<file path="src/rtl/iiitb_rtc_alarm_pkg.sv">
// Shared definitions for the RTC alarm slice: BCD digit limits, FSM encodings
// and the alarm-write validity check.
package iiitb_rtc_alarm_pkg;

  localparam int BCD_W = 4;

  localparam logic [BCD_W-1:0] MAX_UNITS     = 4'd9;
  localparam logic [BCD_W-1:0] MAX_TENS_MIN  = 4'd5;
  localparam logic [BCD_W-1:0] MAX_TENS_HR   = 4'd2;
  localparam logic [BCD_W-1:0] MAX_UNITS_HR2 = 4'd3;

  localparam logic [1:0] ST_IDLE     = 2'd0;
  localparam logic [1:0] ST_ARMED    = 2'd1;
  localparam logic [1:0] ST_RINGING  = 2'd2;
  localparam logic [1:0] ST_SNOOZING = 2'd3;

  // An alarm value is a legal 24-hour HH:MM in BCD.
  function automatic logic alm_valid(input logic [BCD_W-1:0] hm, input logic [BCD_W-1:0] hl,
                                     input logic [BCD_W-1:0] mm, input logic [BCD_W-1:0] ml);
    return (hm <= MAX_TENS_HR) && (hl <= MAX_UNITS) && (mm <= MAX_TENS_MIN) &&
           (ml <= MAX_UNITS) && !((hm == MAX_TENS_HR) && (hl > MAX_UNITS_HR2));
  endfunction

endpackage

</file>
<file path="src/rtl/iiitb_rtc_alarm_if.sv">
// Signal bundle between the RTC time source / user controls and the alarm block.
// alm_wr, snooze and dismiss are single-cycle strobes sampled on every hundred_clk
// edge; there is no ready: the alarm always accepts them in the cycle they are high.
interface iiitb_rtc_alarm_if;
  import iiitb_rtc_alarm_pkg::*;

  logic [BCD_W-1:0] hrm, hrl, minm, minl, secm, secl;
  logic             alm_en;
  logic             alm_wr;
  logic [BCD_W-1:0] alm_hrm, alm_hrl, alm_minm, alm_minl;
  logic             snooze;
  logic             dismiss;
  logic             ring;
  logic             armed;
  logic [1:0]       alm_state;
  logic             wr_err;
  logic [1:0]       snz_left;

  modport master (
    output hrm, hrl, minm, minl, secm, secl,
    output alm_en, alm_wr, alm_hrm, alm_hrl, alm_minm, alm_minl, snooze, dismiss,
    input  ring, armed, alm_state, wr_err, snz_left
  );

  modport slave (
    input  hrm, hrl, minm, minl, secm, secl,
    input  alm_en, alm_wr, alm_hrm, alm_hrl, alm_minm, alm_minl, snooze, dismiss,
    output ring, armed, alm_state, wr_err, snz_left
  );
endinterface

</file>
<file path="src/rtl/iiitb_rtc_alarm_timer.sv">
// Loadable down-counter that saturates at zero; used for ring and snooze durations.
module alarm_timer #(
  parameter int WIDTH = 6
) (
  input  logic             hundred_clk,
  input  logic             rst,
  input  logic             load,
  input  logic [WIDTH-1:0] val,
  input  logic             dec,
  output logic             zero
);
  logic [WIDTH-1:0] cnt;

  always_ff @(posedge hundred_clk) begin
    if (!rst)
      cnt <= '0;
    else if (load)
      cnt <= val;
    else if (dec && (cnt != '0))
      cnt <= cnt - WIDTH'(1);
  end

  assign zero = (cnt == '0);
endmodule

</file>
<file path="src/rtl/iiitb_rtc_alarm.sv">
// HH:MM alarm on live BCD RTC time with ring timeout, limited snooze and dismiss.
// One hundred_clk cycle is one RTC second.
module iiitb_rtc_alarm
  import iiitb_rtc_alarm_pkg::*;
#(
  parameter int RING_SECS   = 60,
  parameter int SNOOZE_SECS = 300,
  parameter int MAX_SNOOZE  = 3
) (
  input logic               hundred_clk,
  input logic               rst,
  iiitb_rtc_alarm_if.slave  bus
);
  localparam int RW = $clog2(RING_SECS + 1);
  localparam int SW = $clog2(SNOOZE_SECS + 1);
  localparam logic [RW-1:0] RING_LOAD = RW'(RING_SECS - 1);
  localparam logic [SW-1:0] SNZ_LOAD  = SW'(SNOOZE_SECS - 1);
  localparam logic [1:0]    SNZ_MAX   = 2'(MAX_SNOOZE);

  logic [BCD_W-1:0] a_hrm, a_hrl, a_minm, a_minl;
  logic [1:0]       state, next_state;
  logic [1:0]       snz_left, snz_left_nxt;
  logic             ring, wr_err;
  logic             wr_ok, match;
  logic             ring_ld, ring_dec, ring_zero;
  logic             snz_ld, snz_dec, snz_zero;
  logic [RW-1:0]    ring_val;
  logic [SW-1:0]    snz_val;

  assign wr_ok = bus.alm_wr && alm_valid(bus.alm_hrm, bus.alm_hrl, bus.alm_minm, bus.alm_minl);
  assign match = (bus.hrm == a_hrm) && (bus.hrl == a_hrl) && (bus.minm == a_minm) &&
                 (bus.minl == a_minl) && (bus.secm == '0) && (bus.secl == '0);

  always_comb begin
    next_state   = state;
    snz_left_nxt = snz_left;
    ring_ld      = 1'b0;
    ring_val     = RING_LOAD;
    ring_dec     = 1'b0;
    snz_ld       = 1'b0;
    snz_val      = SNZ_LOAD;
    snz_dec      = 1'b0;
    if (!bus.alm_en) begin
      next_state   = ST_IDLE;
      snz_left_nxt = SNZ_MAX;
      ring_ld      = 1'b1;
      ring_val     = '0;
      snz_ld       = 1'b1;
      snz_val      = '0;
    end else if (wr_ok) begin
      next_state = ST_ARMED;
    end else begin
      case (state)
        ST_IDLE: next_state = ST_ARMED;
        ST_ARMED: begin
          if (match) begin
            next_state   = ST_RINGING;
            ring_ld      = 1'b1;
            snz_left_nxt = SNZ_MAX;
          end
        end
        ST_RINGING: begin
          // Dismiss outranks snooze when both strobes land together.
          if (bus.dismiss) begin
            next_state = ST_ARMED;
          end else if (bus.snooze && (snz_left != 2'd0)) begin
            next_state   = ST_SNOOZING;
            snz_ld       = 1'b1;
            snz_left_nxt = snz_left - 2'd1;
          end else if (ring_zero) begin
            next_state = ST_ARMED;
          end else begin
            ring_dec = 1'b1;
          end
        end
        default: begin
          if (bus.dismiss) begin
            next_state = ST_ARMED;
          end else if (snz_zero) begin
            next_state = ST_RINGING;
            ring_ld    = 1'b1;
          end else begin
            snz_dec = 1'b1;
          end
        end
      endcase
    end
  end

  always_ff @(posedge hundred_clk) begin
    if (!rst) begin
      state    <= ST_IDLE;
      ring     <= 1'b0;
      wr_err   <= 1'b0;
      snz_left <= SNZ_MAX;
      a_hrm    <= '0;
      a_hrl    <= '0;
      a_minm   <= '0;
      a_minl   <= '0;
    end else begin
      state    <= next_state;
      ring     <= (next_state == ST_RINGING);
      wr_err   <= bus.alm_wr && !wr_ok;
      snz_left <= snz_left_nxt;
      if (wr_ok) begin
        a_hrm  <= bus.alm_hrm;
        a_hrl  <= bus.alm_hrl;
        a_minm <= bus.alm_minm;
        a_minl <= bus.alm_minl;
      end
    end
  end

  alarm_timer #(.WIDTH(RW)) u_ring_timer (
    .hundred_clk (hundred_clk),
    .rst         (rst),
    .load        (ring_ld),
    .val         (ring_val),
    .dec         (ring_dec),
    .zero        (ring_zero)
  );

  alarm_timer #(.WIDTH(SW)) u_snz_timer (
    .hundred_clk (hundred_clk),
    .rst         (rst),
    .load        (snz_ld),
    .val         (snz_val),
    .dec         (snz_dec),
    .zero        (snz_zero)
  );

  assign bus.ring      = ring;
  assign bus.armed     = (state != ST_IDLE);
  assign bus.alm_state = state;
  assign bus.wr_err    = wr_err;
  assign bus.snz_left  = snz_left;
endmodule

</file>
<file path="src/flat_wrapper.sv">
// flat-port wrapper written by rule: the top's interface ports become plain ports
module iiitb_rtc_alarm_flat import iiitb_rtc_alarm_pkg::*;
#(
  parameter int RING_SECS   = 60,
  parameter int SNOOZE_SECS = 300,
  parameter int MAX_SNOOZE  = 3
)
  (hundred_clk, rst, bus_hrm, bus_hrl, bus_minm, bus_minl, bus_secm, bus_secl, bus_alm_en, bus_alm_wr, bus_alm_hrm, bus_alm_hrl, bus_alm_minm, bus_alm_minl, bus_snooze, bus_dismiss, bus_ring, bus_armed, bus_alm_state, bus_wr_err, bus_snz_left);
  iiitb_rtc_alarm_if bus_i ();
  input logic hundred_clk;
  input logic rst;
  input wire logic [$bits(bus_i.hrm)-1:0] bus_hrm;
  input wire logic [$bits(bus_i.hrl)-1:0] bus_hrl;
  input wire logic [$bits(bus_i.minm)-1:0] bus_minm;
  input wire logic [$bits(bus_i.minl)-1:0] bus_minl;
  input wire logic [$bits(bus_i.secm)-1:0] bus_secm;
  input wire logic [$bits(bus_i.secl)-1:0] bus_secl;
  input wire logic [$bits(bus_i.alm_en)-1:0] bus_alm_en;
  input wire logic [$bits(bus_i.alm_wr)-1:0] bus_alm_wr;
  input wire logic [$bits(bus_i.alm_hrm)-1:0] bus_alm_hrm;
  input wire logic [$bits(bus_i.alm_hrl)-1:0] bus_alm_hrl;
  input wire logic [$bits(bus_i.alm_minm)-1:0] bus_alm_minm;
  input wire logic [$bits(bus_i.alm_minl)-1:0] bus_alm_minl;
  input wire logic [$bits(bus_i.snooze)-1:0] bus_snooze;
  input wire logic [$bits(bus_i.dismiss)-1:0] bus_dismiss;
  output wire logic [$bits(bus_i.ring)-1:0] bus_ring;
  output wire logic [$bits(bus_i.armed)-1:0] bus_armed;
  output wire logic [$bits(bus_i.alm_state)-1:0] bus_alm_state;
  output wire logic [$bits(bus_i.wr_err)-1:0] bus_wr_err;
  output wire logic [$bits(bus_i.snz_left)-1:0] bus_snz_left;
  assign bus_i.hrm = bus_hrm;
  assign bus_i.hrl = bus_hrl;
  assign bus_i.minm = bus_minm;
  assign bus_i.minl = bus_minl;
  assign bus_i.secm = bus_secm;
  assign bus_i.secl = bus_secl;
  assign bus_i.alm_en = bus_alm_en;
  assign bus_i.alm_wr = bus_alm_wr;
  assign bus_i.alm_hrm = bus_alm_hrm;
  assign bus_i.alm_hrl = bus_alm_hrl;
  assign bus_i.alm_minm = bus_alm_minm;
  assign bus_i.alm_minl = bus_alm_minl;
  assign bus_i.snooze = bus_snooze;
  assign bus_i.dismiss = bus_dismiss;
  assign bus_ring = bus_i.ring;
  assign bus_armed = bus_i.armed;
  assign bus_alm_state = bus_i.alm_state;
  assign bus_wr_err = bus_i.wr_err;
  assign bus_snz_left = bus_i.snz_left;
  iiitb_rtc_alarm #(.RING_SECS(RING_SECS), .SNOOZE_SECS(SNOOZE_SECS), .MAX_SNOOZE(MAX_SNOOZE)) u_core (.hundred_clk(hundred_clk), .rst(rst), .bus(bus_i));
endmodule
</file>
<file path="config.mk">
export PLATFORM = sky130hd
export DESIGN_NAME = iiitb_rtc_alarm_flat
export DESIGN_NICKNAME = d
export VERILOG_FILES = /design/src/rtl/iiitb_rtc_alarm_pkg.sv /design/src/rtl/iiitb_rtc_alarm_if.sv /design/src/rtl/iiitb_rtc_alarm_timer.sv /design/src/rtl/iiitb_rtc_alarm.sv /design/src/flat_wrapper.sv
export SDC_FILE = /design/constraint.sdc
export NUM_CORES = 1
export LEC_CHECK = 0
export CAP_MARGIN = 20
export CORE_MARGIN = 1.5
export CORE_UTILIZATION = 40
export DETAILED_ROUTE_END_ITERATION = 10
export GPL_TIMING_DRIVEN = 0
export PLACE_DENSITY = 0.68
export SYNTH_ARGS = -nofsm -noshare
export SYNTH_HDL_FRONTEND = slang
export SYNTH_SLANG_ARGS = --single-unit
</file>
<file path="constraint.sdc">
create_clock -name hundred_clk -period 2.6 [get_ports hundred_clk]
set_clock_uncertainty 0.05 [all_clocks]
set_input_delay 0.52 -clock hundred_clk [delete_from_list [all_inputs] [get_ports hundred_clk]]
set_output_delay 0.52 -clock hundred_clk [all_outputs]
set_load 0.02 [all_outputs]
</file>
Word-level counts from Yosys, hierarchy flattened
Index checks and enable logic that the tools add are counted.
{"block": "classes", "addsub": 3, "n_mul": 0, "div_mod_pow": 0, "magnitude_cmp": 5, "eq_ne": 11, "shift": 0, "n_mux": 41, "n_bitwise": 1, "n_reduce_logical": 33}
{"op": "$mux W9", "n": 3}
{"op": "$mux W2", "n": 11}
{"op": "$mux W1", "n": 21}
{"op": "$mux W6", "n": 3}
{"op": "$eq A4 B4 Y1", "n": 4}
{"op": "$logic_and A1 B1 Y1", "n": 15}
{"op": "$reduce_bool A2 Y1", "n": 5}
{"op": "$logic_not A9 Y1", "n": 1}
{"op": "$reduce_bool A9 Y1", "n": 1}
{"op": "$sub A9 B1 Y9 const B", "n": 1}
{"op": "$le A4 B4 Y1 const B", "n": 2}
{"op": "$logic_not A4 Y1", "n": 2}
{"op": "$logic_not A6 Y1", "n": 1}
{"op": "$pmux W2 S3", "n": 1}
{"op": "$reduce_bool A6 Y1", "n": 1}
{"op": "$sub A6 B1 Y6 const B", "n": 1}
{"op": "$reduce_and A5 Y1", "n": 1}
{"op": "$eq A2 B2 Y1 const B", "n": 2}
{"op": "$eq A4 B2 Y1 const B", "n": 1}
{"op": "$gt A4 B2 Y1 const B", "n": 1}
{"op": "$le A4 B2 Y1 const B", "n": 1}
{"op": "$le A4 B3 Y1 const B", "n": 1}
{"op": "$ne A2 B1 Y1 const B", "n": 2}
{"op": "$pmux W2 S2", "n": 1}
{"op": "other kinds (10)", "n": 11}
{"block": "totals", "ff_bits": 37, "latch_bits": 0, "mem_bits_rw": 0, "mem_bits_ro": 0, "output_inout_bits": 7, "mem_count": 0}

Longest topological paths before layout
Gate-level depths: netlist (run 1).
{"block": "depth", "word_depth": 11, "mapped_depth": 8, "ltp_nobuf": 8}

By module
Synthesis (run 1) repeated with hierarchy kept, for this count alone.
{"block": "hier_totals", "cells_unflattened": 273, "area_unflattened_um2": 2303.5}
{"mod": "iiitb_rtc_alarm", "instances": 1, "cells_each": 160, "area_each_um2": 1341.3, "seq_area_each_um2": 440.4}
{"mod": "alarm_timer (u_core.u_snz_timer)", "instances": 1, "cells_each": 71, "area_each_um2": 588.1, "seq_area_each_um2": 180.2}
{"mod": "alarm_timer (u_core.u_ring_timer)", "instances": 1, "cells_each": 42, "area_each_um2": 374.1, "seq_area_each_um2": 120.1}

Worst setup path after synthesis (run 1)
OpenSTA, ideal clock, no wires.
{"block": "synth_timing", "kind": "register to register", "startpoint": "register u_core.u_snz_timer.cnt[0]", "endpoint": "register u_core.u_snz_timer.cnt[3]", "arrival_ps": 1851, "required_ps": 2435, "setup_slack_ps": 585, "path_stages_with_launch": 9, "n_path_buf": 0, "synth_period_minus_slack_ps": 2015, "path_cell_list": "dfxtp_1 -> inv_1 -> ha_1 -> or4b_4 -> o21a_4 -> o221ai_4 -> nand2_1 -> a21boi_1 -> o21a_1"}
{"block": "synth_via", "elab_chain_len": 8, "elab_cells_between_ends": 12, "cone_classes": "1 x add/sub; 7 x mux; 4 x reduce/logical"}
{"item": "start, declared", "line_no": "iiitb_rtc_alarm_timer.sv:12", "rtl": "logic [WIDTH-1:0] cnt;"}
{"item": "start signal, assigned", "line_no": "iiitb_rtc_alarm_timer.sv:18", "rtl": "cnt <= val;"}
{"item": "start signal, assigned", "line_no": "iiitb_rtc_alarm_timer.sv:20", "rtl": "cnt <= cnt - WIDTH'(1);"}
{"item": "$logic_not A9 Y1", "line_no": "iiitb_rtc_alarm_timer.sv:23", "rtl": "assign zero = (cnt == '0);"}
{"item": "$mux W1", "line_no": "iiitb_rtc_alarm.sv:79", "rtl": "end else if (snz_zero) begin"}
{"item": "$mux W1", "line_no": "iiitb_rtc_alarm.sv:77", "rtl": "if (bus.dismiss) begin"}
{"item": "$mux W1", "line_no": "iiitb_rtc_alarm.sv:53", "rtl": "case (state)"}
{"item": "$mux W1", "line_no": "iiitb_rtc_alarm.sv:50", "rtl": "end else if (wr_ok) begin"}
{"item": "$mux W1", "line_no": "iiitb_rtc_alarm.sv:43", "rtl": "if (!bus.alm_en) begin"}
{"item": "$logic_and A1 B1 Y1", "line_no": "iiitb_rtc_alarm_timer.sv:19", "rtl": "else if (dec && (cnt != '0))"}
{"item": "$reduce_bool A2 Y1 (no source line)"}
Several ways; a longest one is shown, not always the timed one. The select of a mux whose other input is x is not followed.
A chain may end at the register's enable or synchronous reset.

Worst setup path in the final report (run 1)
{"block": "layout_timing", "startpoint": "input port bus_alm_minm[2]", "endpoint": "register u_core.u_ring_timer.cnt[1]"}
{"block": "layout_via", "elab_chain_len": 9, "elab_cells_between_ends": 12, "cone_classes": "1 x order compare; 5 x mux; 6 x reduce/logical"}
{"item": "start, declared", "line_no": "flat_wrapper.sv:22", "rtl": "input wire logic [$bits(bus_i.alm_minm)-1:0] bus_alm_minm;"}
{"item": "$le A4 B3 Y1 *", "line_no": "iiitb_rtc_alarm_pkg.sv:20", "rtl": "return (hm <= MAX_TENS_HR) && (hl <= MAX_UNITS) && (mm <= MAX_TENS_MIN) &&"}
{"item": "$logic_and A1 B1 Y1 * (2 in a row)", "line_no": "iiitb_rtc_alarm_pkg.sv:20"}
{"item": "$logic_and A1 B1 Y1 *", "line_no": "iiitb_rtc_alarm_pkg.sv:21", "rtl": "(ml <= MAX_UNITS) && !((hm == MAX_TENS_HR) && (hl > MAX_UNITS_HR2));"}
{"item": "$logic_and A1 B1 Y1 *", "line_no": "iiitb_rtc_alarm.sv:30", "rtl": "assign wr_ok = bus.alm_wr && alm_valid(bus.alm_hrm, bus.alm_hrl, bus.alm_minm, bus.alm_minl);"}
{"item": "$mux W1", "line_no": "iiitb_rtc_alarm.sv:50"}
{"item": "$mux W1", "line_no": "iiitb_rtc_alarm.sv:43"}
{"item": "$logic_and A1 B1 Y1", "line_no": "iiitb_rtc_alarm_timer.sv:19"}
{"item": "$reduce_bool A2 Y1 (no source line)"}
{"item": "end signal, assigned", "line_no": "iiitb_rtc_alarm_timer.sv:18"}
{"item": "end signal, assigned", "line_no": "iiitb_rtc_alarm_timer.sv:20"}
{"item": "end, declared", "line_no": "iiitb_rtc_alarm_timer.sv:12"}
Mark *: on every way between the ends. The rest lies on a longest branch, timed or not.

==> impl_metrics.env, run 1 <==
export IMPL_status="complete, no violations"
export IMPL_synth_warnings=0
export IMPL_fin_crit_ns=2.35
export IMPL_vias=1875
export IMPL_post_cts_hold_fix_bufs=0
export IMPL_htree_num_levels=2
export IMPL_critPathLaunch="bus_alm_minm[2]"
export IMPL_fmax_mhz=425
export IMPL_ys_seq_elements=37
export IMPL_layout_core_utilization_pct=56.5
export IMPL_cts_root_buffer="clkbuf_8"
export IMPL_die_w_microns=74.8
export IMPL_synthDominantAreaCellType="dfxtp_1"
export IMPL_synth_simple_gate_area_share_pct=26.2
export IMPL_global_route_wire_length_before_repair_microns=8140
export IMPL_path_max_fanout=10
export IMPL_final_cell_area_sq_um=2740
export IMPL_total_power_mw=1.16
export IMPL_place_port_buffers=51
export IMPL_final_instance_count_excl_fill=361
export IMPL_power_static_leakage_nw=1.00
export IMPL_ir_drop_uv=249
export IMPL_die_area_sq_um=5590
export IMPL_synth_top_area_share_pct=36.0
export IMPL_crit_end="u_core.u_ring_timer.cnt[1]$_SDFFE_PN0P_"
export IMPL_clkSlewWorstSetupHoldPaths_ns=0.07
export IMPL_synthArstFlopShare_pct=0
export IMPL_core_rowCount=25
export IMPL_max_cap_violations=0
export IMPL_syn_avg_cell_area_sq_um=8.73
export IMPL_grt_overflow=0
export IMPL_whs_path_cells=2
export IMPL_crit_path_end_kind="flop"
export IMPL_core_area_sq_um=4850
export IMPL_antenna_violations_before_repair=0
export IMPL_cts_repair_resized=0
export IMPL_final_net_count=343
export IMPL_cts_buffers_inserted=5
export IMPL_ys_seq_area_share_pct=36.0
export IMPL_via_count_of_the_first_global_routing_pass=1790
export IMPL_synth_area_mux_share_pct=1.22
export IMPL_worst_slew_margin_rel_pct=61.6
export IMPL_fillCellCount=462
export IMPL_ys_top_cells_by_area="dfxtp_1 (36%), nand2_1 (6.9%), xor2_1 (6.8%), a21boi_0 (4.0%), nor2_1 (2.7%)"
export IMPL_dpl_cell_count=354
export IMPL_synth_main_ff_cell="dfxtp_1"
export IMPL_synth_compound_gate_area_share_pct=22.7
export IMPL_drive_above_1_share_pct=9.86
export IMPL_synth_top_family_by_area="simple AND/OR/NAND/NOR gates"
export IMPL_grt_start_max_net_pins=11
export IMPL_clockBufferDepth=2
export IMPL_post_synth_fa_ha_maj_area_fraction_pct=1.82
export IMPL_synthXorXnorAreaFrac_pct=8.51
export IMPL_floorplan_io_pins=53
export IMPL_crit_path_start_kind="input port"
export IMPL_netlist_area_before_placement_sq_um=2060
export IMPL_drt_first_iter_violations=81
export IMPL_detailedPlace_worstSlack_ns=-0.0418
export IMPL_post_synth_num_cell_types=54
export IMPL_worstHoldPathType="flop to flop"
export IMPL_grt_overall_usage_pct=19.0
export IMPL_remaining_drc_errors=0
export IMPL_postPlaceCellArea_sq_um=2650
export IMPL_layout_worst_path_cycle_share_pct=90.5
export IMPL_routabilityCongestion=0.826
export IMPL_layout_area_overhead_vs_synth_pct=33.0
export IMPL_route_antenna_remaining_nets=0
export IMPL_wire_per_inst_microns=13.8
export IMPL_finalHoldViolCount=0
export IMPL_slew_violations=0
export IMPL_routed_wirelength_microns=5000
export IMPL_critical_path_arrival_ns=2.53
export IMPL_synth_edff_count=0
export IMPL_postCtsSetupBuffers=0
export IMPL_setup_viol=0
export IMPL_max_slew_worst_pin_slew_ns=0.576
export IMPL_die_height_microns=74.8
export IMPL_starting_density_of_the_core_pct=42.5
export IMPL_worstReg2RegStart="u_core.u_snz_timer.cnt[0]$_SDFFE_PN0P_"
export IMPL_hp_start="u_core.a_minl[3]$_SDFFE_PN0P_"
export IMPL_rsz0062_at_grt="no"
export IMPL_worst_endpoint_required_ns=2.77
export IMPL_cts_sinks=37
export IMPL_synthCells=236
export IMPL_first_pass_iters=4
export IMPL_synthesis_nets=285
export IMPL_fin_ws_ns=0.247
export IMPL_worst_r2r_cell_count=6
export IMPL_timing_setup_critical_path_class="input port to flop"
export IMPL_r2r_setup_slack_ns=0.30
export IMPL_via_per_inst=5.19
export IMPL_regToRegEndpoint="u_core.u_ring_timer.cnt[2]$_SDFFE_PN0P_"
export IMPL_clock_latency_ns=0.29
export IMPL_pwr_density_cell_nw_per_um2=422
export IMPL_detailed_place_hpwl_microns=3780
export IMPL_diodes=0
export IMPL_tritoncts="done"
[layout make-up]
| class | instances | area [sq um] | share of cell area, % |
|---|---|---|---|
| Multi-Input combinational cell | 182 | 1240 | 45.4 |
| Sequential cell | 37 | 741 | 27.0 |
| Timing Repair Buffer | 51 | 510 | 18.6 |
| Clock buffer | 7 | 86.3 | 3.15 |
| Tap cell | 67 | 83.8 | 3.06 |
| Inverter | 10 | 37.5 | 1.37 |
| Buffer | 7 | 36.3 | 1.32 |
[Yosys cell counts (3+ instances only)]
| library cell | number |
|---|---|
| a21boi_1 | 4 |
| a21boi_0 | 11 |
| xnor2_1 | 4 |
| xor2_1 | 16 |
| inv_1 | 10 |
| nand2_1 | 38 |
| nand3_1 | 7 |
| ha_1 | 3 |
| and3_1 | 3 |
| o21ai_0 | 4 |
| nor3_1 | 7 |
| nor2_1 | 15 |
| dfxtp_1 | 37 |
| a31o_2 | 3 |
| clkbuf_1 | 4 |
| nor3b_1 | 3 |
| a21oi_1 | 10 |
| nor4_1 | 6 |
| o211ai_1 | 5 |
| or4_1 | 3 |
[kinds of logic (layout without fill, tap and decap cells)]
logic type / Yosys count / count (layout)
buf+inv: 17 / 75
mux: 2 / 2
compound gates: 56 / 56
xor+xnor: 20 / 20
fa+ha+maj: 3 / 3
simple gates: 101 / 101
flops: 37 / 37
[state kept, by name, indices dropped and copies added, names as in the netlist]
name / count
u_core.u_snz_timer.cnt: 9
u_core.bus.wr_err: 1
u_core.a_hrm: 4
u_core.u_ring_timer.cnt: 6
u_core.a_hrl: 4
u_core.bus.alm_state: 2
u_core.a_minm: 4
u_core.bus.snz_left: 2
u_core.bus.ring: 1
u_core.a_minl: 4
[per-layer routing]
metal  vias up  global-route usage, %  routed length (microns)
met2        46                   31.9                     2270
li1        956                      -                        -
met4         0                   4.24                       41
met1       867                   25.1                     2430
met3         6                   4.28                      256
met5         -                      0                        0
[worst min path at each step]
stage and to:
6_report u_core.a_minl[3]$_SDFFE_PN0P_, 5_1_grt u_core.a_minl[1]$_SDFFE_PN0P_, 3_3_place_gp u_core.u_ring_timer.cnt[5]$_SDFFE_PN0P_, 4_1_cts u_core.a_minl[1]$_SDFFE_PN0P_
2_1_floorplan u_core.u_ring_timer.cnt[5]$_SDFFE_PN0P_, 3_5_place_dp u_core.a_minl[2]$_SDFFE_PN0P_
[cell usage in the layout, fill, tap and decap left out, types with 2 or more instances in the layout]
cell	count
o211ai_1	5
nor3_1	7
nor2_1	15
nand4_1	2
a21boi_1	4
xnor2_1	4
o21a_1	2
a21oi_1	10
nor3b_1	3
and2_1	2
inv_1	10
buf_2	2
clkbuf_1	5
or4_1	3
o21ai_0	4
and3_1	3
o31ai_1	2
nand3b_1	2
xor2_1	16
o21ai_1	2
a31o_2	3
a211oi_1	2
nand2_1	38
clkdlybuf4s50_1	51
or3_1	2
ha_1	3
clkbuf_8	6
nand3_1	7
nor4_1	6
a21boi_0	11
dfxtp_1	37
[through the flow]
stage	hold WS (ns)	setup TNS [ns]
after floorplan	0.396	0
after CTS	0.422	0
after global routing	0.438	0
final	0.423	0
after global placement	0.407	-0.148
after detailed placement	0.412	-0.270
[power breakdown]
group          total, mW  switching (mW)  internal (mW)
Clock              0.409           0.199          0.210
Sequential         0.582         0.00798          0.574
Combinational      0.166          0.0695         0.0960
[worst max-delay path: stages]
cell and delay [ns]:
clkdlybuf4s50_1 0.46, a2111oi_4 0.47, nand3_4 0.17, o21ai_4 0.33, nor3_4 0.13, mux2_4 0.33, a21oi_2 0.12
Note: power is estimated with default switching activity, not from simulation.
==> run 2, diff against run 1 <==
--- a/config.mk
+++ b/config.mk
@@ -5,12 +5,13 @@
 export SDC_FILE = /design/constraint.sdc
 export NUM_CORES = 1
 export LEC_CHECK = 0
+export ABC_AREA = 1
 export CAP_MARGIN = 20
 export CORE_MARGIN = 1.5
 export CORE_UTILIZATION = 40
 export DETAILED_ROUTE_END_ITERATION = 10
 export GPL_TIMING_DRIVEN = 0
-export PLACE_DENSITY = 0.68
+export PLACE_DENSITY = 0.67
 export SYNTH_ARGS = -nofsm -noshare
 export SYNTH_HDL_FRONTEND = slang
 export SYNTH_SLANG_ARGS = --single-unit
==> run 2 against run 1 <==
Effect of this change:
- register-to-register slack improved by 0.40 ns
- worst hold slack worse by 0.0084 ns
- wire length increased by 2.6%
- critical path type unchanged
- power fell by 1.0%
- cell count up 32%
- highest routed layer unchanged
- sequential power hardly changed
==> impl_metrics.env, run 2 <==
export IMPL_core_rowCount=26
export IMPL_most_common_layout_cells="nand2_1 (106), inv_1 (61), clkdlybuf4s50_1 (52)"
export IMPL_routed_wirelength_microns=5130
export IMPL_dpl_cell_count=467
export IMPL_post_cts_hold_fix_bufs=0
export IMPL_final_cell_area_sq_um=2840
export IMPL_grt_overflow=0
export IMPL_tritoncts="done"
export IMPL_clkSlewWorstSetupHoldPaths_ns=0.07
export IMPL_largest_reg_flops=9
export IMPL_final_instance_count_excl_fill=475
export IMPL_postPlaceCellArea_sq_um=2760
export IMPL_via_per_inst=4.60
export IMPL_layout_area_overhead_vs_synth_pct=32.1
export IMPL_timing_setup_tns_ns=0
export IMPL_detailedPlace_worstSlack_ns=0.265
export IMPL_max_cap_violations=0
export IMPL_netlist_top_cells_count="nand2_1 (106), inv_1 (61), dfxtp_1 (37), nor2_1 (37)"
export IMPL_fillCellCount=553
export IMPL_routabilityCongestion=0.847
export IMPL_route_antenna_remaining_nets=0
export IMPL_final_net_count=453
export IMPL_clockBufferDepth=2
export IMPL_worst_slew_margin_rel_pct=67.0
export IMPL_finalHoldViolCount=0
export IMPL_drive_above_1_share_pct=4.69
export IMPL_crit_path_end_kind="flop"
export IMPL_power_static_leakage_nw=1.39
export IMPL_ys_seq_elements=37
export IMPL_die_height_microns=76.3
export IMPL_worst_endpoint_required_ns=2.74
export IMPL_via_count_of_the_first_global_routing_pass=2103
export IMPL_cts_buffers_inserted=5
export IMPL_synthArstFlopShare_pct=0
export IMPL_crit_path_start_kind="input port"
export IMPL_synth_warnings=0
export IMPL_die_area_sq_um=5830
export IMPL_cts_root_buffer="clkbuf_8"
export IMPL_vias=2183
export IMPL_grt_overall_usage_pct=19.1
export IMPL_pwr_density_cell_nw_per_um2=403
export IMPL_cts_sinks=37
export IMPL_slew_violations=0
export IMPL_htree_num_levels=2
export IMPL_fin_ws_ns=0.558
export IMPL_syn_avg_cell_area_sq_um=6.23
export IMPL_synth_edff_count=0
export IMPL_ys_seq_area_share_pct=34.4
export IMPL_post_synth_num_cell_types=32
export IMPL_worst_hold_slack_ns=0.415
export IMPL_layout_worst_path_cycle_share_pct=78.5
export IMPL_layout_top_registers="u_core.u_snz_timer.cnt: 9 flops, u_core.u_ring_timer.cnt: 6 flops"
export IMPL_diodes=0
export IMPL_wire_per_inst_microns=10.8
export IMPL_floorplan_io_pins=53
export IMPL_layout_core_utilization_pct=55.3
export IMPL_global_route_wire_length_before_repair_microns=9050
export IMPL_first_pass_iters=4
export IMPL_grt_start_max_net_pins=12
export IMPL_top_cell_by_count_worst_path="nand2_4"
export IMPL_synth_main_ff_cell="dfxtp_1"
export IMPL_core_area_sq_um=5140
export IMPL_drt_first_iter_violations=78
export IMPL_synthCells=345
export IMPL_synth_top_area_share_pct=34.4
export IMPL_critPathLaunch="bus_alm_hrl[3]"
export IMPL_timing_critical_path_cells="clkdlybuf4s50_1, or2_1, o21ai_2, nand3_2, buf_6, nand2_4, nand2_4, nor2_8, inv_2, o21bai_1, inv_1"
export IMPL_synthesis_nets=394
export IMPL_path_max_fanout=10
export IMPL_registers_top_by_ff_count="u_core.u_snz_timer.cnt"
export IMPL_place_port_buffers=52
export IMPL_postCtsSetupBuffers=0
export IMPL_critPathMaxStageDelay_ns=0.47
export IMPL_fin_crit_ns=2.04
export IMPL_count_leader_synth="nand2_1"
export IMPL_fmax_mhz=490
export IMPL_layout_cells_most_common="nand2_1"
export IMPL_ir_drop_uv=365
export IMPL_netlist_area_before_placement_sq_um=2150
export IMPL_detailed_place_hpwl_microns=3990
export IMPL_starting_density_of_the_core_pct=41.8
export IMPL_timing_setup_critical_path_class="input port to flop"
export IMPL_rsz0062_at_grt="no"
export IMPL_antenna_violations_before_repair=0
export IMPL_die_w_microns=76.3
export IMPL_worstHoldPathType="flop to flop"
export IMPL_synthDominantAreaCellType="dfxtp_1"
export IMPL_setup_viol=0
export IMPL_clock_latency_ns=0.29
export IMPL_status="complete, no violations"
export IMPL_worstReg2RegStart="u_core.bus.snz_left[0]$_SDFFE_PN1P_"
export IMPL_hp_start="u_core.a_hrm[3]$_SDFFE_PN0P_"
export IMPL_max_slew_worst_pin_slew_ns=0.495
export IMPL_remaining_drc_errors=0
export IMPL_total_power_mw=1.14
export IMPL_ys_top_cells_by_area="dfxtp_1 (34%), nand2_1 (18%), inv_1 (11%), nor2_1 (6.5%), a21oi_1 (4.4%)"
export IMPL_critical_path_arrival_ns=2.18
export IMPL_slowest_stage="clkdlybuf4s50_1"
export IMPL_cts_repair_resized=0
-- run 2: changes by cell type in the layout (fill, tap and decap cells not counted), moves of 9 or more --
cell / previous run / this run
nor2_1: 15 / 37
a21boi_0: 11 / 0
o21ai_0: 4 / 19
a21oi_1: 10 / 19
inv_1: 10 / 61
nand2_1: 38 / 106
-- run 2: path summary, 6_finish.rpt --
| path | to | slack (ns) | cells after the start |
|---|---|---|---|
| setup / recovery | u_core.u_snz_timer.cnt[3]$_SDFFE_PN0P_ | 0.56 | 11 |
| hold / removal | u_core.a_hrm[3]$_SDFFE_PN0P_ | 0.41 | 2 |
| setup reg to reg | u_core.u_snz_timer.cnt[1]$_SDFFE_PN0P_ | 0.70 | 10 |
| hold reg to reg | u_core.a_hrm[3]$_SDFFE_PN0P_ | 0.41 | 2 |
-- run 2: final cells by class --
cell class | instances | area (sq um) | area share [%]
inverter | 63 | 236 | 8.32
timing repair buffer | 52 | 520 | 18.3
sequential | 37 | 741 | 26.1
clock inverter | 2 | 10.0 | 0.352
multi-input combinational | 238 | 1130 | 39.9
tap | 70 | 87.6 | 3.08
clock buffer | 6 | 72.6 | 2.55
buffer | 7 | 38.8 | 1.37
-- run 2: critical path, delay by kind of cell --
| family | cells | cell delay [ns] |
|---|---|---|
| simple gates | 5 | 0.67 |
| compound gates | 2 | 0.27 |
| buf+inv | 4 | 0.72 |
-- run 2: cells by family after synthesis --
family	Yosys count	synth area share (%)
adder cells (fa/ha/maj)	3	1.75
XOR/XNOR	9	3.67
flip-flops	37	34.4
AND/OR/NAND/NOR	180	35.7
AO/OA/AOI/OAI	46	11.7
buffers and inverters	70	12.8
-- run 2: routing by layer --
layer / share of wire [%] / GRT usage [%]
met1: 47 / 23.2
met2: 46 / 32.1
met3: 5.6 / 5.99
met4: 1.2 / 5.93
met5: 0 / 0
-- run 2: power breakdown --
part | internal [mW] | switching (mW)
clock | 0.186 | 0.204
combinational | 0.0976 | 0.0779
sequential | 0.574 | 0.00597
total | 0.857 | 0.287
==> run 3, diff against run 2 <==
--- a/config.mk
+++ b/config.mk
@@ -11,7 +11,7 @@
 export CORE_UTILIZATION = 40
 export DETAILED_ROUTE_END_ITERATION = 10
 export GPL_TIMING_DRIVEN = 0
-export PLACE_DENSITY = 0.67
+export PLACE_DENSITY = 0.7
 export SYNTH_ARGS = -nofsm -noshare
 export SYNTH_HDL_FRONTEND = slang
 export SYNTH_SLANG_ARGS = --single-unit
==> constraint.sdc (replaced) <==
create_clock -name hundred_clk -period 1.7 [get_ports hundred_clk]
set_clock_uncertainty 0.05 [all_clocks]
set_input_delay 0.34 -clock hundred_clk [delete_from_list [all_inputs] [get_ports hundred_clk]]
set_output_delay 0.34 -clock hundred_clk [all_outputs]
set_load 0.02 [all_outputs]
==> run 3 against run 2 <==
Effect of this change:
- setup slack lost 0.50 ns
- count of clock-buffer cells in the layout grew 1
- die area is the same
- final area grew 6.8%
- sequential cell count is the same
- global-route usage grew 0.62 points
- wire length grew 8.7%
- worst hold slack lost 0.072 ns
- power grew 56%
- utilization grew 3.8 points
- largest cell class unchanged
- non-clock buffer count grew 6
==> impl_metrics.env, run 3 (same netlist as run 2, synthesis figures left out) <==
export IMPL_grt_start_max_net_pins=11
export IMPL_critical_path_arrival_ns=1.26
export IMPL_slowest_stage="clkdlybuf4s50_1"
export IMPL_path_max_fanout=3
export IMPL_fin_crit_ns=1.65
export IMPL_ir_drop_uv=400
export IMPL_layout_top_registers="u_core.u_snz_timer.cnt: 9 flops, u_core.u_ring_timer.cnt: 6 flops"
export IMPL_postPlaceCellArea_sq_um=2760
export IMPL_slew_violations=0
export IMPL_htree_num_levels=2
export IMPL_crit_path_start_kind="flop"
export IMPL_cts_sinks=37
export IMPL_drt_first_iter_violations=72
export IMPL_finalHoldViolCount=0
export IMPL_remaining_drc_errors=0
export IMPL_registers_top_by_ff_count="u_core.u_snz_timer.cnt"
export IMPL_clkPwrFrac_pct=34.8
export IMPL_detailed_place_hpwl_microns=4010
export IMPL_cts_root_buffer="clkbuf_8"
export IMPL_tritoncts="done"
export IMPL_route_antenna_remaining_nets=0
export IMPL_max_slew_worst_pin_slew_ns=0.551
export IMPL_core_area_sq_um=5140
export IMPL_core_rowCount=26
export IMPL_timing_critical_path_cells="clkdlybuf4s50_1"
export IMPL_diodes=0
export IMPL_p_comb_share_pct=15.6
export IMPL_layout_area_overhead_vs_synth_pct=41.1
export IMPL_p_seq_share_pct=49.6
export IMPL_clkSlewWorstSetupHoldPaths_ns=0.06
export IMPL_first_pass_iters=4
export IMPL_total_power_mw=1.79
export IMPL_intPower_mw=1.35
export IMPL_grt_overall_usage_pct=19.7
export IMPL_antenna_violations_before_repair=0
export IMPL_cp_top_family="buffers and inverters"
export IMPL_pwr_density_cell_nw_per_um2=590
export IMPL_final_net_count=459
export IMPL_cts_buffers_inserted=5
export IMPL_clockBufferDepth=2
export IMPL_routed_wirelength_microns=5570
export IMPL_fmax_mhz=607
export IMPL_die_height_microns=76.3
export IMPL_die_area_sq_um=5830
export IMPL_place_port_buffers=52
export IMPL_die_w_microns=76.3
export IMPL_critPathMaxStageDelay_ns=0.62
export IMPL_layout_worst_path_cycle_share_pct=96.9
export IMPL_clock_latency_ns=0.29
export IMPL_crit_path_end_kind="output pin"
export IMPL_floorplan_io_pins=53
export IMPL_routabilityCongestion=0.852
export IMPL_wire_per_inst_microns=11.6
export IMPL_worstHoldPathType="input port to flop"
export IMPL_final_cell_area_sq_um=3040
export IMPL_worst_endpoint_required_ns=1.31
export IMPL_dpl_cell_count=467
export IMPL_vias=2318
export IMPL_power_share_switching_pct=24.8
export IMPL_total_switching_power_mw=0.444
export IMPL_max_cap_violations=0
export IMPL_via_count_of_the_first_global_routing_pass=2175
export IMPL_power_static_leakage_nw=1.54
export IMPL_starting_density_of_the_core_pct=41.8
export IMPL_drive_above_1_share_pct=14.1
export IMPL_status="complete, no violations"
export IMPL_global_route_wire_length_before_repair_microns=9360
export IMPL_post_cts_hold_fix_bufs=0
export IMPL_layout_cells_most_common="nand2_1"
export IMPL_cp_buffers_inverters=1
export IMPL_worst_slew_margin_rel_pct=63.3
export IMPL_via_per_inst=4.83
export IMPL_worst_hold_slack_ns=0.343
export IMPL_timing_setup_critical_path_class="flop to output pin"
export IMPL_setup_viol=0
export IMPL_rsz0062_at_grt="yes"
export IMPL_final_instance_count_excl_fill=480
export IMPL_grt_overflow=0
export IMPL_most_common_layout_cells="nand2_1 (99), inv_1 (59), clkdlybuf4s50_1 (36)"
export IMPL_largest_reg_flops=9
[run 3: cell count changes in the layout (fill, tap and decap cells not counted), sizes merged]
cell           change
clkdlybuf4s50     -16
buf                +7
clkinv             -3
clkinvlp           +1
dlymetal6s2s       +9
dlygate4sd2        +5
clkdlybuf4s15      +2
[run 3: worst min-delay path, stage by stage]
cell and delay, ns:
dlymetal6s2s_1 0.15, nand2_1 0.08, a21oi_1 0.06
[run 3: metrics by stage]
step           TNS (ns)  setup WS, ns  utilization [%]
2_1_floorplan         0        0.0358                -
3_3_place_gp     -13.14        -0.467             53.7
3_5_place_dp     -12.75        -0.449             53.7
4_1_cts               0       0.00116             56.3
5_1_grt          -0.190       -0.0459             59.1
6_report              0        0.0534             59.1
[run 3: final timing paths]
check / slack [ns] / start / endpoint / cells after the start
worst max-delay path: 0.05 / u_core.bus.snz_left[1]$_SDFFE_PN1P_ / bus_snz_left[1] / 1
worst min-delay path: 0.34 / bus_alm_minl[3] / u_core.a_minl[3]$_SDFFE_PN0P_ / 3
worst max register to register: 0.09 / u_core.u_snz_timer.cnt[1]$_SDFFE_PN0P_ / u_core.u_snz_timer.cnt[3]$_SDFFE_PN0P_ / 11
worst min register to register: 0.42 / u_core.a_minm[3]$_SDFFE_PN0P_ / u_core.a_minm[3]$_SDFFE_PN0P_ / 2
[run 3: timing repair]
| action | CTS | global route |
|---|---|---|
| endpoints found under the setup margin | 32 | 31 |
| cloned | 1 | 0 |
| buffers inserted | 3 | 2 |
| pin swaps | 8 | 19 |
| resized for setup | 18 | 48 |
[run 3: area by class of cell]
| type | instances | area (sq um) |
|---|---|---|
| plain buffers | 7 | 45.0 |
| clock buffers | 7 | 86.3 |
| fillers | 521 | 2100 |
| inverters | 63 | 240 |
| multi-input cells | 238 | 1250 |
| flip-flops and latches | 37 | 743 |
| well taps | 70 | 87.6 |
| repair buffers | 58 | 583 |
[run 3: power by group through the flow]
stage	clock, mW	combinational (mW)	sequential (mW)
after floorplan	0	0.118	0.908
after global placement	0	0.269	0.907
after detailed placement	0	0.269	0.907
after CTS	0.646	0.268	0.887
after global routing	0.671	0.308	0.890
final	0.623	0.279	0.888
[run 3: routing by layer]
layer	vias up	track usage, %	routed length [microns]
met3	9	5.39	363
met2	72	34.6	2760
met5	-	0	0
li1	1192	-	-
met1	1045	23.2	2380
met4	0	6.11	69
